### src/rtl/range_prefix_stage.sv
// One MSB-first nibble-compare stage of the range matcher: refines the range-state
// vector, propagates the sticky miss and counts keys first rejected here.
module range_prefix_stage #(
  parameter int unsigned REM_W = 12,
  parameter int unsigned TAG_W = 8
) (
  input  logic               clk,
  input  logic               rst,
  input  logic               flush,
  input  logic               in_valid,
  output logic               in_ready,
  input  logic [REM_W-1:0]   in_key,
  input  logic [REM_W-1:0]   in_lb,
  input  logic [REM_W-1:0]   in_ub,
  input  logic [3:0]         in_sig,
  input  logic               in_miss,
  input  logic [TAG_W-1:0]   in_tag,
  output logic               out_valid,
  input  logic               out_ready,
  output logic [REM_W-5:0]   out_key,
  output logic [REM_W-5:0]   out_lb,
  output logic [REM_W-5:0]   out_ub,
  output logic [3:0]         out_sig,
  output logic               out_miss,
  output logic [TAG_W-1:0]   out_tag,
  input  logic               clr_cnt,
  output logic [15:0]        rej_cnt
);

  logic [3:0] a, l, u;
  logic       gt_lb_n, eq_lb_n, lt_ub_n, eq_ub_n;
  logic [3:0] sig_n;
  logic       miss_n;
  logic       accept;

  logic               valid_q, valid_d;
  logic [REM_W-5:0]   key_q, key_d, lb_q, lb_d, ub_q, ub_d;
  logic [3:0]         sig_q, sig_d;
  logic               miss_q, miss_d;
  logic [TAG_W-1:0]   tag_q, tag_d;
  logic [15:0]        cnt_q, cnt_d;

  assign a = in_key[REM_W-1 -: 4];
  assign l = in_lb[REM_W-1 -: 4];
  assign u = in_ub[REM_W-1 -: 4];

  // sig layout is {gt_lb, eq_lb, lt_ub, eq_ub}
  always_comb begin
    gt_lb_n = in_sig[3] | (in_sig[2] & (a > l));
    eq_lb_n = in_sig[2] & (a == l);
    lt_ub_n = in_sig[1] | (in_sig[0] & (a < u));
    eq_ub_n = in_sig[0] & (a == u);
    sig_n   = {gt_lb_n, eq_lb_n, lt_ub_n, eq_ub_n};
    miss_n  = in_miss | (~gt_lb_n & ~eq_lb_n) | (~lt_ub_n & ~eq_ub_n);
  end

  assign in_ready = ~flush & (~valid_q | out_ready);
  assign accept   = in_valid & in_ready;

  always_comb begin
    valid_d = valid_q;
    key_d   = key_q;
    lb_d    = lb_q;
    ub_d    = ub_q;
    sig_d   = sig_q;
    miss_d  = miss_q;
    tag_d   = tag_q;
    if (flush) begin
      valid_d = 1'b0;
    end else if (accept) begin
      valid_d = 1'b1;
      key_d   = in_key[REM_W-5:0];
      lb_d    = in_lb[REM_W-5:0];
      ub_d    = in_ub[REM_W-5:0];
      sig_d   = sig_n;
      miss_d  = miss_n;
      tag_d   = in_tag;
    end else if (out_ready) begin
      valid_d = 1'b0;
    end
  end

  // Clear has priority; only keys newly rejected in this stage are counted.
  always_comb begin
    cnt_d = cnt_q;
    if (clr_cnt) begin
      cnt_d = '0;
    end else if (accept && !in_miss && miss_n && (cnt_q != '1)) begin
      cnt_d = cnt_q + 16'd1;
    end
  end

  always_ff @(posedge clk or negedge rst) begin
    if (!rst) begin
      valid_q <= 1'b0;
      key_q   <= '0;
      lb_q    <= '0;
      ub_q    <= '0;
      sig_q   <= '0;
      miss_q  <= 1'b0;
      tag_q   <= '0;
      cnt_q   <= '0;
    end else begin
      valid_q <= valid_d;
      key_q   <= key_d;
      lb_q    <= lb_d;
      ub_q    <= ub_d;
      sig_q   <= sig_d;
      miss_q  <= miss_d;
      tag_q   <= tag_d;
      cnt_q   <= cnt_d;
    end
  end

  assign out_valid = valid_q;
  assign out_key   = key_q;
  assign out_lb    = lb_q;
  assign out_ub    = ub_q;
  assign out_sig   = sig_q;
  assign out_miss  = miss_q;
  assign out_tag   = tag_q;
  assign rej_cnt   = cnt_q;

endmodule

### config.mk
export PLATFORM = sky130hd
export DESIGN_NAME = range_prefix_stage
export DESIGN_NICKNAME = d
export VERILOG_FILES = /design/src/rtl/range_prefix_stage.sv
export SDC_FILE = /design/constraint.sdc
export NUM_CORES = 1
export LEC_CHECK = 0
export CAP_MARGIN = 15
export CELL_PAD_IN_SITES_DETAIL_PLACEMENT = 0
export CELL_PAD_IN_SITES_GLOBAL_PLACEMENT = 1
export CORE_ASPECT_RATIO = 1.75
export CORE_UTILIZATION = 33
export CTS_CLUSTER_DIAMETER = 150
export DETAILED_ROUTE_END_ITERATION = 16
export HOLD_SLACK_MARGIN = 0.12
export PLACE_DENSITY_LB_ADDON = 0.05
export SETUP_SLACK_MARGIN = 0.15
export SYNTH_ARGS = -nofsm -noshare
export SYNTH_HDL_FRONTEND = slang
export SYNTH_SLANG_ARGS = --single-unit
### constraint.sdc
create_clock -name clk -period 5.3 [get_ports clk]
set_input_delay 1.06 -clock clk [delete_from_list [all_inputs] [get_ports clk]]
set_output_delay 1.06 -clock clk [all_outputs]
set_load 0.1 [all_outputs]
==> reports/results.txt, run 1 <==
critical path cell sequence: clkdlybuf4s50_1 > nor2b_1 > nor2_1 > clkdlybuf4s50_1
I/O pin cnt: 110
Final Power: 0.001364 W
CP Capture Type: primary output
yosys warns: 0
CTS tree: done
cell mode on critical path: clkdlybuf4s50_1
CP Class: in -> out
Setup-failing EPs final: 0
core area: 7567 sq um
critical path peak fanout: 3
CTS H-tree depth: 2
CP max stage delay: 1.14 ns
final core occ: 51.57%
DR DRC count: 0
Hold Vio Cnt, Final: 0
Mapped Cells: 291
Via density: 4.823
Setup Total Neg Slack: 0 ns
postcts setup bufs: 0
global-route wire length before repair: 10810 um
fin crit share: 74.17%
die area: 8151 sq um
dpl cells: 478
Post-CTS Resized: 0
outcome: finished, final reports clean
Comb power frac: 38.0%
cell type with the largest total area after synthesis: dfrtp_1
worst relative slew slack: 31.96%
Clock Root Buffer: clkbuf_16
sw frac: 40.91%
cts hold-fix bufs: 0
Synth Flop Type: dfrtp_1
Avg Cell Area, Syn: 8.823 sq um
TritonCTS Sinks: 54
startpoint of the worst hold path: out_tag[0]$_DFFE_PN0P_
antenna violation net count after detailed routing: 0
syn nets: 355
data required time of the worst path: 4.24 ns
Hold Path Class: reg -> reg
synthesized area: 2567 sq um
Maximum Capacitance Violations: 0
WHS: 0.4750 ns
Fmax: 0.2544 GHz
Clk Latency, worst-skew pair: 0.29 ns
leakage: 1.769 nW
num rows: 42
critical path launch point type: input pin
TritonRoute pass-1 iters: 4
average wire per standard cell: 14.02 um
Synth cell types: 36
Congestion Overflow GR: 0
arrival time worst endpoint: 2.87 ns
pins over their slew limit: 0
initial DRC count: 109
Initial Utilization: 33.93%
reg-to-reg startpoint: out_valid$_DFFE_PN0P_
count leader, synth: nand2_1
share of cells above drive strength 1: 4.020%
Clock Pin Slew Worst Setup and Hold Paths: 0.07 ns
Worst Max-Slew Pin Slew: 1.017 ns
share of Yosys cell area claimed by the top area cell type: 52.63%
Finished Layout Cells: 486
vias: 2344
Cell Int Power: 0.0008061 W
Post-synth ARST share: 100.0%
register area share after synthesis: 52.63%
vias in the first global route: 2207
GP Congestion: 0.7773
Die Wd: 68.68 um
PwrDens: 349.6 nW/um^2
RSZ-0062 raised after global routing: false
final WL: 6814 um
total global-route track usage: 17.82%
Num CTS Buffers: 5
synth cell count leaders: 112 x nand2_1, 54 x dfrtp_1, 13 x a21oi_1
largest net degree at the start of global routing: 55
CTS max path bufs: 2
minimum clock period: 3.931 ns
switching pwr: 0.0005581 W
DP HPWL: 4859 um
number of synthesized flops with an enable pin: 0
ANT cells: 0
Slowest-stage cell, CP: clkdlybuf4s50_1
clk_skew: 0.004879 ns
fin nets: 461
Area Growth Syn to Fin: 52.00%
synth top area cells: dfrtp_1 53%, nand2_1 16%, ha_1 4.4%
clock power share: 27.3%
DIE HEIGHT: 118.7 um
CP startpoint: out_ready
Peak VDD IR: 225.8 uV
initial antenna violation count: 0
sequential share of power: 34.7%
PortBufs: 109
Synth Register Bits: 54
==> worst max-delay path, delay by kind of cell <==
| kind | cells | cell delay (ns) |
|---|---|---|
| buffers and inverters | 2 | 1.60 |
| and+or+nand+nor | 2 | 0.21 |
==> power groups by stage <==
stage | logic, W | registers, W | clock network, W
after CTS | 0.000524 | 0.000473 | 0.000386
after global routing | 0.000544 | 0.000479 | 0.000398
after detailed placement | 0.000523 | 0.000481 | 0
after global placement | 0.000522 | 0.000479 | 0
after floorplan | 0.0000655 | 0.000782 | 0
final | 0.000518 | 0.000473 | 0.000373
==> sequential cells by signal, summed over array words and instances (netlist names) <==
signal	count
out_valid	1
out_ub	8
rej_cnt	16
out_lb	8
out_sig	4
out_miss	1
out_tag	8
out_key	8
==> per-stage QoR <==
| step | instance area, sq um | setup slack, ns |
|---|---|---|
| 2_1_floorplan | 2567 | 1.838 |
| 3_3_place_gp | 3736 | 1.377 |
| 3_5_place_dp | 3736 | 1.375 |
| 4_1_cts | 3902 | 1.365 |
| 5_1_grt | 3902 | 1.263 |
| 6_report | 3902 | 1.369 |
==> kinds of logic after synthesis <==
family                   Yosys count  synth area share, %
multiplexers                       2               0.8771
flip-flops                        54                52.63
buffers and inverters             25                3.947
adder cells (fa/ha/maj)            9                4.386
AND/OR/NAND/NOR                  159                27.63
AO/OA/AOI/OAI                     42                10.53
==> routing by layer <==
layer  GRT usage [%]  share of wire, %  routed length (um)  vias up
met3           3.764               6.6                 450        7
met1           20.07                40                2728     1091
met2           31.37                52                3533       62
met5               0                 0                   0        -
met4           6.380               1.5                 102        0
li1                -                 -                   -     1184
==> layout by cell type (no fill, tap or decap), types with 6 or more instances in the layout <==
master,count
a21oi_1,13
clkdlybuf4s50_1,108
dfrtp_1,54
ha_1,9
inv_1,12
nand2_1,112
nand3_1,8
nor2_1,6
o21ai_0,9
o31ai_1,8
or4_1,7
==> area by class of cell <==
class / instances / area (sq um)
fill: 727 / 3665
sequential: 54 / 1351
multi-input combinational: 212 / 1121
timing repair buffer: 112 / 1109
clock buffer: 6 / 128.9
tap: 88 / 110.1
inverter: 12 / 45.04
clock inverter: 2 / 37.54
==> worst paths after layout <==
kind / slack [ns] / depth (start not counted) / end
min reg2reg: 0.47 / 2 / out_tag[0]$_DFFE_PN0P_
min in group asynchronous: 0.89 / 2 / out_ub[1]$_DFFE_PN0P_
max: 1.37 / 4 / in_ready
max in group asynchronous: 3.93 / 2 / out_lb[3]$_DFFE_PN0P_
max reg2reg: 2.77 / 7 / rej_cnt[4]$_DFFE_PN0P_
min: 0.47 / 2 / out_tag[0]$_DFFE_PN0P_
No activity file was read; power rests on OpenSTA's default activity.
==> run 2, diff against run 1 <==
--- a/config.mk
+++ b/config.mk
@@ -9,7 +9,7 @@
 export CELL_PAD_IN_SITES_DETAIL_PLACEMENT = 0
 export CELL_PAD_IN_SITES_GLOBAL_PLACEMENT = 1
 export CORE_ASPECT_RATIO = 1.75
-export CORE_UTILIZATION = 33
+export CORE_UTILIZATION = 30
 export CTS_CLUSTER_DIAMETER = 150
 export DETAILED_ROUTE_END_ITERATION = 16
 export HOLD_SLACK_MARGIN = 0.12
==> constraint.sdc (replaced) <==
create_clock -name clk -period 4.1 [get_ports clk]
set_input_delay 0.82 -clock clk [delete_from_list [all_inputs] [get_ports clk]]
set_output_delay 0.82 -clock clk [all_outputs]
set_load 0.1 [all_outputs]
==> run 2 against run 1 <==
  * Routed wire length is 5.5% higher
  * Sequential power is 29% higher
  * Cell count is 5.8% higher
==> reports/results.txt, run 2 (synthesis gave the netlist of run 1 again) <==
outcome: finished, final reports clean (unchanged)
num rows: 44 (was 42)
TritonRoute pass-1 iters: 4 (unchanged)
Clock Root Buffer: clkbuf_16 (unchanged)
Setup-failing EPs final: 0 (unchanged)
fin crit share: 81.27%
initial DRC count: 142 (was 109)
share of cells above drive strength 1: 4.511% (was 4.020%)
arrival time worst endpoint: 3.54 ns (was 2.87 ns)
ANT cells: 0 (unchanged)
TritonCTS Sinks: 54 (unchanged)
GP Congestion: 0.7514 (was 0.7773)
Die Wd: 71.93 um (was 68.68 um)
data required time of the worst path: 4.31 ns (was 4.24 ns)
Worst Max-Slew Pin Slew: 1.017 ns (about the same)
Worst Reg2Reg Path Length in Cells: 5 (was 7)
Via density: 4.660 (was 4.823)
die area: 8947 sq um (was 8151 sq um)
postcts setup bufs: 0 (unchanged)
total global-route track usage: 17.12% (was 17.82%)
hold depth: 2 (unchanged)
Finished Layout Cells: 514 (was 486)
DR DRC count: 0 (unchanged)
DIE HEIGHT: 124.4 um (was 118.7 um)
CTS max path bufs: 2 (unchanged)
startpoint of the worst hold path: out_lb[5]$_DFFE_PN0P_ (was out_tag[0]$_DFFE_PN0P_)
antenna violation net count after detailed routing: 0 (unchanged)
Hold Path Sink: out_lb[5]$_DFFE_PN0P_ (was out_tag[0]$_DFFE_PN0P_)
initial antenna violation count: 0 (unchanged)
Area Growth Syn to Fin: 52.58% (was 52.00%)
core area: 8313 sq um (was 7567 sq um)
minimum clock period: 3.332 ns
CP top delay family: compound AO/OA/AOI/OAI gates (was buffers and inverters)
I/O pin cnt: 110 (unchanged)
Num CTS Buffers: 5 (unchanged)
Hold Path Class: reg -> reg (unchanged)
fin nets: 462 (was 461)
CTS tree: done (unchanged)
Post-CTS Resized: 0 (unchanged)
clk_skew: 0.002871 ns (was 0.004879 ns)
leakage: 1.769 nW (about the same)
Fmax: 0.3001 GHz
Initial Utilization: 30.89% (was 33.93%)
max reg flops: 16 (unchanged)
CP max stage delay: 0.61 ns (was 1.14 ns)
reg-to-reg endpoint: rej_cnt[6]$_DFFE_PN0P_ (was rej_cnt[4]$_DFFE_PN0P_)
WP buf/inv: 2 (unchanged)
RSZ-0062 raised after global routing: false (unchanged)
largest net degree at the start of global routing: 35 (was 55)
Hold Vio Cnt, Final: 0 (unchanged)
CTS H-tree depth: 2 (unchanged)
Clock Pin Slew Worst Setup and Hold Paths: 0.07 ns (about the same)
vias in the first global route: 2415 (was 2207)
Slowest-stage cell, CP: or4_1 (was clkdlybuf4s50_1)
average wire per standard cell: 13.98 um (was 14.02 um)
Peak VDD IR: 203.7 uV (was 225.8 uV)
Congestion Overflow GR: 0 (unchanged)
commonest non-fill, non-tap cell in the layout: nand2_1 (unchanged)
pins over their slew limit: 0 (unchanged)
vias: 2395 (was 2344)
Clk Latency, worst-skew pair: 0.29 ns (about the same)
critical path cell sequence: clkdlybuf4s50_1 > inv_1 > ha_1 > nor2b_1 > o211a_1 > o32a_1 > a21o_1 > or4_1 > a21oi_1 (was clkdlybuf4s50_1 > nor2b_1 > nor2_1 > clkdlybuf4s50_1)
worst relative slew slack: 31.97% (was 31.96%)
Maximum Capacitance Violations: 0 (unchanged)
CP Capture Type: flop (was primary output)
critical path peak fanout: 29 (was 3)
PwrDens: 436.0 nW/um^2 (was 349.6 nW/um^2)
CP Class: in -> reg (was in -> out)
Reg2Reg Setup Slack: 1.88 ns (was 2.77 ns)
Setup Total Neg Slack: 0 ns (unchanged)
global-route wire length before repair: 11850 um (was 10810 um)
DP HPWL: 5266 um (was 4859 um)
most frequent cells in the layout: 112 x nand2_1, 107 x clkdlybuf4s50_1, 54 x dfrtp_1 (was 112 x nand2_1, 108 x clkdlybuf4s50_1, 54 x dfrtp_1)
dpl cells: 506 (was 478)
cts hold-fix bufs: 0 (unchanged)
final WL: 7188 um (was 6814 um)
PortBufs: 109 (unchanged)
critical path launch point type: input pin (unchanged)
reg-to-reg startpoint: rej_cnt[0]$_DFFE_PN0P_ (was out_valid$_DFFE_PN0P_)
final core occ: 47.13% (was 51.57%)
## run 2: cell types whose count changed in the layout (fill, tap and decap cells not counted), sizes merged
cell / change
clkinvlp: -1
clkdlybuf4s50: -1
clkinv: +2
bufinv: -1
buf: +2
## run 2: routing by layer
metal | routed length [um] | vias to the layer above | global-route usage [%]
li1 | - | 1184 | -
met1 | 3051 | 1126 | 19.52
met2 | 3575 | 72 | 30.02
met3 | 335 | 13 | 3.560
met4 | 226 | 0 | 7.497
met5 | 0 | - | 0
## run 2: how the worst max path moves through the flow
stage	from	end	slack, ns	cells after the start
after floorplan	out_valid$_DFFE_PN0P_	out_tag[5]$_DFFE_PN0P_	0.86	7
after global placement	in_lb[9]	rej_cnt[15]$_DFFE_PN0P_	0.52	9
after detailed placement	in_lb[9]	rej_cnt[8]$_DFFE_PN0P_	0.48	9
after CTS	in_lb[9]	rej_cnt[4]$_DFFE_PN0P_	0.77	9
after global routing	in_lb[9]	rej_cnt[4]$_DFFE_PN0P_	0.60	9
final	in_lb[9]	rej_cnt[4]$_DFFE_PN0P_	0.77	9
## run 2: cell type report
| type | instances | area [sq um] |
|---|---|---|
| Clock inverter | 2 | 13.76 |
| Timing Repair Buffer | 113 | 1114 |
| Multi-Input combinational cell | 212 | 1121 |
| Tap cell | 115 | 143.9 |
| Clock buffer | 6 | 128.9 |
| Inverter | 12 | 45.04 |
| Sequential cell | 54 | 1351 |
| Fill cell | 823 | 4395 |
## run 2: per-stage QoR
step / setup slack [ns] / cell area [sq um] / total power, W / hold WS (ns)
2_1_floorplan: 0.8567 / 2567 / 0.001096 / 0.5244
3_3_place_gp: 0.5216 / 3775 / 0.001298 / 0.4563
3_5_place_dp: 0.4775 / 3775 / 0.001301 / 0.4617
4_1_cts: 0.7653 / 3918 / 0.001733 / 0.4797
5_1_grt: 0.5950 / 3918 / 0.001784 / 0.4990
6_report: 0.7679 / 3918 / 0.001708 / 0.4750
## run 2: tightest hold or removal path: stages, from the launching register on
cell and delay [ns]:
dfrtp_1 0.34, nand2_1 0.05, nand2_1 0.06
## run 2: where the power goes
group / total, W / leakage (nW) / internal [W] / switching [W]
clock network: 0.000423 / 0.0708 / 0.000227 / 0.000195
registers: 0.000612 / 0.694 / 0.000585 / 0.0000273
logic: 0.000673 / 1.00 / 0.000169 / 0.000504
total: 0.00171 / 1.77 / 0.000981 / 0.000727
==> run 3, diff against run 2 <==
==> constraint.sdc (replaced) <==
create_clock -name clk -period 3.5 [get_ports clk]
set_input_delay 0.7 -clock clk [delete_from_list [all_inputs] [get_ports clk]]
set_output_delay 0.7 -clock clk [all_outputs]
set_load 0.1 [all_outputs]
==> run 3 against run 2 <==
  * Non-clock buffer count up 1
  * Clock-buffer cell count stayed put
  * Clock power increased by 41%
  * Critical endpoint is now rej_cnt[0]$_DFFE_PN0P_
  * Sequential cell count is the same
  * Highest routed layer unchanged
  * Register-to-register slack got worse by 0.54 ns
  * Final area increased by 0.51%
  * Largest cell class unchanged
  * Combinational power grew 17%
  * Hold slack got worse by 0.081 ns
  * First-iteration DRC count shrank 2.8%
==> reports/results.txt, run 3 (synthesis gave the netlist of run 1 again) <==
commonest non-fill, non-tap cell in the layout: nand2_1 (unchanged)
minimum clock period: 3.129 ns
postcts setup bufs: 0 (unchanged)
fin crit share: 89.41%
PwrDens: 533.9 nW/um^2 (was 436.0 nW/um^2)
DIE HEIGHT: 124.4 um (unchanged)
critical path peak fanout: 23 (was 29)
TritonCTS Sinks: 54 (unchanged)
CTS max path bufs: 2 (unchanged)
core area: 8313 sq um (unchanged)
WHS: 0.3937 ns (was 0.4750 ns)
cts hold-fix bufs: 0 (unchanged)
Place WS: 0.02451 ns (was 0.4775 ns)
worst relative slew slack: 31.72% (was 31.97%)
final WL: 7091 um (was 7188 um)
Hold Vio Cnt, Final: 0 (unchanged)
Setup Total Neg Slack: 0 ns (unchanged)
Worst Max-Slew Pin Slew: 1.021 ns (was 1.017 ns)
Num CTS Buffers: 5 (unchanged)
Setup-failing EPs final: 0 (unchanged)
most frequent cells in the layout: 112 x nand2_1, 98 x clkdlybuf4s50_1, 54 x dfrtp_1 (was 112 x nand2_1, 107 x clkdlybuf4s50_1, 54 x dfrtp_1)
die area: 8947 sq um (unchanged)
CP Capture Type: flop (unchanged)
average wire per standard cell: 13.77 um (was 13.98 um)
share of cells above drive strength 1: 7.250% (was 4.511%)
CTS H-tree depth: 2 (unchanged)
vias in the first global route: 2400 (was 2415)
CP top delay family: compound AO/OA/AOI/OAI gates (unchanged)
Die Wd: 71.93 um (unchanged)
fin nets: 463 (was 462)
CP max stage delay: 0.46 ns (was 0.61 ns)
critical path launch point type: input pin (unchanged)
initial antenna violation count: 0 (unchanged)
Via density: 4.680 (was 4.660)
final core occ: 47.37% (was 47.13%)
TritonRoute pass-1 iters: 4 (unchanged)
num rows: 44 (unchanged)
largest net degree at the start of global routing: 35 (unchanged)
global-route wire length before repair: 11810 um (was 11850 um)
Maximum Capacitance Violations: 0 (unchanged)
Clock Root Buffer: clkbuf_16 (unchanged)
critical path cell sequence: clkdlybuf4s50_1 > inv_1 > ha_1 > nor2b_1 > o211a_1 > o32a_1 > a21o_1 > buf_4 > or3_1 > a21oi_1 (was clkdlybuf4s50_1 > inv_1 > ha_1 > nor2b_1 > o211a_1 > o32a_1 > a21o_1 > or4_1 > a21oi_1)
max reg flops: 16 (unchanged)
PortBufs: 109 (unchanged)
DP HPWL: 5282 um (was 5266 um)
vias: 2410 (was 2395)
GP Congestion: 0.7946 (was 0.7514)
Fmax: 0.3196 GHz
pins over their slew limit: 0 (unchanged)
Post-CTS Resized: 0 (unchanged)
I/O pin cnt: 110 (unchanged)
antenna violation net count after detailed routing: 0 (unchanged)
Slowest-stage cell, CP: clkdlybuf4s50_1 (was or4_1)
CP Class: in -> reg (unchanged)
clk_skew: 0.007760 ns (was 0.002871 ns)
Peak VDD IR: 293.1 uV (was 203.7 uV)
WP buf/inv: 3 (was 2)
fill count: 829 (was 823)
post-route setup slack: 0.3707 ns (was 0.7679 ns)
leakage: 1.807 nW (was 1.769 nW)
DR DRC count: 0 (unchanged)
RSZ-0062 raised after global routing: false (unchanged)
Initial Utilization: 30.89% (unchanged)
Clock Pin Slew Worst Setup and Hold Paths: 0.07 ns (about the same)
CTS tree: done (unchanged)
total global-route track usage: 16.97% (was 17.12%)
Hold Path Class: in -> async (was reg -> reg)
initial DRC count: 138 (was 142)
data required time of the worst path: 3.71 ns (was 4.31 ns)
outcome: finished, final reports clean (unchanged)
arrival time worst endpoint: 3.34 ns (was 3.54 ns)
Area Growth Syn to Fin: 53.36% (was 52.58%)
Clk Latency, worst-skew pair: 0.30 ns (was 0.29 ns)
ANT cells: 0 (unchanged)
Congestion Overflow GR: 0 (unchanged)
run 3: cell types whose count changed in the layout (fill, tap and decap cells not counted), sizes merged:
cell	delta
bufinv	+1
clkdlybuf4s50	-9
buf	+10
clkinv	-2
inv	+1
run 3: path summary, 6_finish.rpt:
path                       depth (start not counted)  slack [ns]                     end                     from
min reg2reg                                        2        0.47  out_key[2]$_DFFE_PN0P_   out_key[2]$_DFFE_PN0P_
max in group asynchronous                          2        2.29   out_ub[2]$_DFFE_PN0P_                      rst
max reg2reg                                        6        1.34  rej_cnt[6]$_DFFE_PN0P_  rej_cnt[11]$_DFFE_PN0P_
max                                               10        0.37  rej_cnt[0]$_DFFE_PN0P_                 in_lb[9]
min                                                1        0.39   out_ub[6]$_DFFE_PN0P_                      rst
min in group clk                                   2        0.47  out_key[2]$_DFFE_PN0P_   out_key[2]$_DFFE_PN0P_
run 3: power by group:
| group | internal, W | total [W] | switching, W | leakage, nW |
|---|---|---|---|---|
| Clock | 0.000360 | 0.000597 | 0.000236 | 0.0875 |
| Combinational | 0.000198 | 0.000790 | 0.000592 | 1.03 |
| Sequential | 0.000685 | 0.000716 | 0.0000309 | 0.694 |
| Total | 0.00124 | 0.00210 | 0.000859 | 1.81 |
run 3: routing by layer:
metal	global-route usage (%)	up-vias	routed length (um)
met4	5.536	0	108
li1	-	1185	-
met5	0	-	0
met1	19.51	1149	2875
met3	3.479	5	333
met2	30.52	71	3773
run 3: through the flow:
step	cell area, sq um	instances	total power (W)
2_1_floorplan	2567	291	0.001284
3_3_place_gp	3760	507	0.001520
3_5_place_dp	3760	507	0.001525
4_1_cts	3938	515	0.002129
5_1_grt	3938	515	0.002190
6_report	3938	515	0.002102
run 3: final cells by class:
| cell class | instances | area, sq um | share of cell area, % |
|---|---|---|---|
| Multi-Input combinational cell | 212 | 1121 | 28.47 |
| Timing Repair Buffer | 114 | 1099 | 27.90 |
| Sequential cell | 54 | 1351 | 34.32 |
| Clock buffer | 6 | 138.9 | 3.527 |
| Clock inverter | 2 | 38.79 | 0.9851 |
| Inverter | 12 | 45.04 | 1.144 |
| Tap cell | 115 | 143.9 | 3.654 |
